--- config.mk ---
export PLATFORM = sky130hd
export DESIGN_NAME = rsa_xcel_mont_to_mont
export DESIGN_NICKNAME = d
export VERILOG_FILES = /design/src/rtl/rsa_xcel_mont_pkg.sv /design/src/rtl/rsa_xcel_mont_DblRed.sv /design/src/rtl/rsa_xcel_mont_to_mont.sv
export SDC_FILE = /design/constraint.sdc
export NUM_CORES = 1
export LEC_CHECK = 0
export BUFFER_PORTS_ARGS = -buffer_cell sky130_fd_sc_hd__buf_2
export CAP_MARGIN = 5
export CORE_MARGIN = 1.5
export CORE_UTILIZATION = 51
export CTS_CLUSTER_SIZE = 24
export DETAILED_ROUTE_END_ITERATION = 8
export PLACE_DENSITY = 0.73
export SETUP_SLACK_MARGIN = 0.2
export SYNTH_ARGS = -nofsm -noshare
export SYNTH_HDL_FRONTEND = slang
export SYNTH_SLANG_ARGS = --single-unit
--- constraint.sdc ---
create_clock -name clk -period 3.95 [get_ports clk]
set_clock_uncertainty 0.05 [all_clocks]
set_input_delay 0.395 -clock clk [delete_from_list [all_inputs] [get_ports clk]]
set_output_delay 0.395 -clock clk [all_outputs]
set_load 0.1 [all_outputs]
--- src/rtl/rsa_xcel_mont_pkg.sv ---
// Shared types and constants for the Montgomery-domain conversion blocks.
package rsa_xcel_mont_pkg;

   localparam int unsigned NBITS_DFLT = 32;

   typedef enum logic [1:0] {
      IDLE = 2'd0,
      CALC = 2'd1,
      DONE = 2'd2
   } state_t;

endpackage

--- src/rtl/rsa_xcel_mont_DblRed.sv ---
// One doubling-reduce step: r_out = (2*r_in) mod n, given r_in < n.
module rsa_xcel_mont_DblRed #(
   parameter int unsigned NBITS = 32
) (
   input  logic [NBITS-1:0] r_in,
   input  logic [NBITS-1:0] n,
   output logic [NBITS-1:0] r_out
);

   logic [NBITS:0] t;
   logic [NBITS:0] n_ext;

   // Compare on the full NBITS+1 bits so the shifted-out carry is kept.
   always_comb begin
      t     = {r_in, 1'b0};
      n_ext = {1'b0, n};
      if (t >= n_ext) r_out = NBITS'(t - n_ext);
      else            r_out = t[NBITS-1:0];
   end

endmodule

--- src/rtl/rsa_xcel_mont_to_mont.sv ---
// Converts x into Montgomery form x*2^NBITS mod n by iterated doubling-reduce.
// Build option: RSA_XCEL_MONT_TO_MONT_RADIX4_EN chains two steps per cycle.
module rsa_xcel_mont_to_mont
   import rsa_xcel_mont_pkg::*;
#(
   parameter int unsigned NBITS = NBITS_DFLT
) (
   input  logic             clk,
   input  logic             reset,
   input  logic             istream_val,
   output logic             istream_rdy,
   input  logic [NBITS-1:0] istream_x,
   input  logic [NBITS-1:0] istream_n,
   output logic             ostream_val,
   input  logic             ostream_rdy,
   output logic [NBITS-1:0] ostream_msg
);

   logic [NBITS-1:0] r_q, r_d;
   logic [NBITS-1:0] n_q, n_d;
   logic [NBITS-1:0] msg_q, msg_d;
   logic [NBITS-1:0] step_r;
   logic             rdy_q, rdy_d;
   logic             val_q, val_d;
   state_t           state_q, state_d;

`ifdef RSA_XCEL_MONT_TO_MONT_RADIX4_EN
   localparam int unsigned STEPS = NBITS / 2;
   localparam int unsigned CNT_W = NBITS / 2;

   logic [NBITS-1:0] mid_r;

   rsa_xcel_mont_DblRed #(.NBITS(NBITS)) u_dbl0 (
      .r_in (r_q),
      .n    (n_q),
      .r_out(mid_r)
   );
   rsa_xcel_mont_DblRed #(.NBITS(NBITS)) u_dbl1 (
      .r_in (mid_r),
      .n    (n_q),
      .r_out(step_r)
   );
`else
   localparam int unsigned STEPS = NBITS;
   localparam int unsigned CNT_W = $clog2(NBITS) + 1;

   rsa_xcel_mont_DblRed #(.NBITS(NBITS)) u_dbl0 (
      .r_in (r_q),
      .n    (n_q),
      .r_out(step_r)
   );
`endif

   logic [CNT_W-1:0] cnt_q, cnt_d;

   always_ff @(posedge clk or posedge reset) begin
      if (reset) begin
         state_q <= IDLE;
         r_q     <= '0;
         n_q     <= '0;
         cnt_q   <= '0;
         msg_q   <= '0;
         rdy_q   <= 1'b0;
         val_q   <= 1'b0;
      end else begin
         state_q <= state_d;
         r_q     <= r_d;
         n_q     <= n_d;
         cnt_q   <= cnt_d;
         msg_q   <= msg_d;
         rdy_q   <= rdy_d;
         val_q   <= val_d;
      end
   end

   // Handshake flags are registered from the next state so they never overlap.
   always_comb begin
      state_d = state_q;
      r_d     = r_q;
      n_d     = n_q;
      cnt_d   = cnt_q;
      msg_d   = msg_q;
      case (state_q)
         IDLE: begin
            if (istream_val && rdy_q) begin
               r_d     = istream_x;
               n_d     = istream_n;
               cnt_d   = '0;
               state_d = CALC;
            end
         end
         CALC: begin
            r_d   = step_r;
            cnt_d = cnt_q + CNT_W'(1);
            if (cnt_q == CNT_W'(STEPS - 1)) begin
               msg_d   = step_r;
               state_d = DONE;
            end
         end
         DONE: begin
            if (ostream_rdy) state_d = IDLE;
         end
         default: state_d = IDLE;
      endcase
      rdy_d = (state_d == IDLE);
      val_d = (state_d == DONE);
   end

   assign istream_rdy = rdy_q;
   assign ostream_val = val_q;
   assign ostream_msg = msg_q;

endmodule

==> flow_summary.json <==
{
  "outcome": "completed",
  "cts_tree": "done",
  "ys_ff_latch": 106,
  "cts_sinks": 106,
  "layout.nets": 925,
  "htreeDepth": 3,
  "grt_pass1_vias": 5569,
  "fillers": 1134,
  "cts_max_path_buffers": 2,
  "arrival_ps": 3680,
  "grt_setup_unrepaired": "no",
  "maxCapViolations": 0,
  "antennaDiodeCount": 0,
  "synth_cells": 741,
  "holdCritPathClass": "primary input to asynchronous set/reset pin",
  "synth_ff_type": "dfrtp_1",
  "setup_viol_count_final": 0,
  "use_met2_pct": 44.27,
  "drt_iter0_drc": 351,
  "clock_latency_ps": 350,
  "clockRootBuffer": "clkbuf_16",
  "rrSetupSlack_ps": 490,
  "viasPerCell": 5.831,
  "gp_congestion": 0.9712,
  "drc": 0,
  "synth_compound_area_share_pct": 25.95,
  "wirelength_um": 17070,
  "path_cells": "ha_1 > a21oi_1 > nor2_1 > a211oi_1 > a31o_1 > o211ai_1 > a21boi_2 > mux2_2 > o21ai_0",
  "synth_fa_ha_area_share_pct": 6.674,
  "cp.required_ps": 4170,
  "antenna_found_initial": 0,
  "synth_edf_count": 0,
  "io_buffers": 101,
  "fin_setup_tns_ps": 0,
  "grt_pass1_wl_um": 27670,
  "crit_buf_inv": 0,
  "period_minus_slack_ps": 3462,
  "dp_hpwl_um": 12920,
  "pin_count": 102,
  "yosysSeqAreaShare_pct": 40.90,
  "vias": 5831,
  "path_clk_slew_ps": 70,
  "multi_input_area_mm2": 0.003503,
  "synth_cell_types": 63,
  "slowest_delay_ps": 680,
  "core_mm2": 0.01252,
  "dieWidth_um": 115.8,
  "overflow": 0,
  "post_cts_resized": 0,
  "path_delay_family": "compound AO/OA/AOI/OAI gates",
  "drive_gt1_share_pct": 16.18,
  "ff_latch_area_mm2": 0.002653,
  "synth_warnings": 0,
  "slew_headroom_pct": 45.20,
  "synth_top_family_by_area": "compound AO/OA/AOI/OAI gates",
  "async_flop_share_pct": 100.0,
  "busiest_layer": "met2",
  "wl_per_cell_um": 17.07,
  "first_pass_iters": 5,
  "grt_max_degree": 57,
  "initial_utilization_pct": 51.82,
  "hold_buffers": 0,
  "synth_simple_gate_area_share_pct": 14.12,
  "start_kind": "register",
  "grt_use_total_pct": 26.33,
  "synth_nets": 843,
  "dieArea_mm2": 0.01340,
  "grtUsageMet3_pct": 4.446,
  "cts_setup_buffers": 0,
  "timing.fmax_mhz": 288.9,
  "die-height_um": 115.8,
  "area_growth_pct": 13.81,
  "ant_nets": 0,
  "avgSynthCellArea_um2": 8.753,
  "slew_violations": 0,
  "syn-cell-area_mm2": 0.006486,
  "fin_crit_sh_pct": 87.65,
  "worstSetupPathType": "register to register",
  "cts-buffers-inserted": 9,
  "met1_usage_pct": 34.70,
  "end_kind": "register",
  "cp_slowest_cell": "a21boi_2",
  "critPathMaxFanout": 13,
  "synth-xor-area-share_pct": 3.106,
  "rows": 41,
  "worst_pin_slew_ps": 817.2,
  "synthMuxAreaShare_pct": 3.974,
  "hold_viol": 0
}
## Yosys cell counts, drive strengths merged (2+ instances only)
master / instances / area share (%)
a2111oi: 2 / 0.27
a211o: 6 / 0.81
a211oi: 7 / 0.81
a21boi: 2 / 0.29
a21o: 11 / 1.3
a21oi: 42 / 3.2
a22o: 4 / 0.54
a22oi: 26 / 3.0
a31oi: 13 / 1.3
a32oi: 2 / 0.27
a41oi: 2 / 0.27
and2: 8 / 0.77
and3: 6 / 0.58
and4: 2 / 0.27
buf: 8 / 1.1
clkbuf: 31 / 1.8
dfrtp: 106 / 41
ha: 33 / 6.4
inv: 42 / 2.4
mux2: 3 / 0.58
mux2i: 22 / 3.4
nand2: 103 / 6.0
nand2b: 10 / 0.96
nand3: 16 / 1.2
nand4: 7 / 0.68
nor2: 26 / 1.5
nor2b: 5 / 0.48
nor3: 10 / 0.77
o2111ai: 3 / 0.41
o211a: 2 / 0.31
o211ai: 13 / 1.5
o21a: 5 / 0.58
o21ai: 115 / 8.9
o21bai: 3 / 0.35
o31ai: 3 / 0.35
or4: 3 / 0.35
xnor2: 13 / 1.8
xor2: 10 / 1.4
## placed cells by master (no fill, tap or decap), drive strengths merged, types with 6 or more instances in the layout
cell type and instances:
and2 8, dfrtp 106, a31oi 13, nor2 26
ha 33, clkbuf 12, a21o 11, o21ai 115
and3 6, a211o 6, inv 42, a22oi 26
a211oi 7, mux2i 22, nor3 10, o211ai 13
nand4 7, xnor2 13, nand2 103, a21oi 42
nand2b 10, nand3 16, xor2 10, buf 110
## metrics by stage
stage,cells,worst slack [ps],hold slack (ps),util (%),instance area [µm²]
floorplan,741,716.1,393.0,-,6486
global placement,984,666.9,405.6,56.86,7117
detailed placement,984,576.2,419.5,56.86,7117
CTS,1000,581.4,130.2,58.98,7382
global route,1000,297.6,164.7,58.98,7382
finish,1000,488.0,102.3,58.98,7382
## flip-flops by register name, summed over array words and instances, names as in the netlist
| register | flops |
|---|---|
| cnt_q | 6 |
| istream_rdy | 1 |
| n_q | 32 |
| ostream_msg | 32 |
| ostream_val | 1 |
| r_q | 32 |
| state_q | 2 |
## final timing paths
check                                          start                   end  cells past startpoint
worst min-delay path                           reset  cnt_q[0]$_DFFE_PP0P_                      2
worst max register to register    r_q[7]$_DFFE_PP0P_    r_q[1]$_DFFE_PP0P_                      9
worst min register to register  cnt_q[5]$_DFFE_PP0P_  cnt_q[5]$_DFFE_PP0P_                      1
worst max-delay path              r_q[7]$_DFFE_PP0P_    r_q[1]$_DFFE_PP0P_                      9
min in group clk                        istream_n[0]    n_q[0]$_DFFE_PP0P_                      3
max in group asynchronous                      reset    n_q[4]$_DFFE_PP0P_                      3
## cell type report
cell class	instances	share of cell area (%)
inverter	42	2.169
clock buffer	12	3.203
clock inverter	4	0.3898
multi-input combinational	554	47.46
timing repair buffer	110	7.932
sequential	106	35.93
tap	172	2.915
## worst register-to-register path: stages, from the launching register on
cell and delay [ps]:
dfrtp_1 400, ha_1 370, a21oi_1 180, nor2_1 60, a211oi_1 490, a31o_1 350
o211ai_1 220, a21boi_2 690, mux2_2 420, o21ai_0 140
## routing by layer
metal | wire length, µm | vias to the layer above
met5 | 0 | -
met4 | 323 | 0
met3 | 844 | 26
met2 | 8073 | 191
met1 | 7825 | 2784
li1 | - | 2830
## kinds of logic (layout without fill, tap and decap cells)
family	Yosys count	after routing
AOI/OAI and AO/OA	271	271
adders and majority gates	34	34
and+or+nand+nor	201	201
muxes	25	25
DFF	106	106
buffers and inverters	81	168
xor gates and xnor gates	23	23
Power is left out: the tool's default activity adds up to more than one toggle a clock period on the data nets, which glitch-free logic cannot reach.
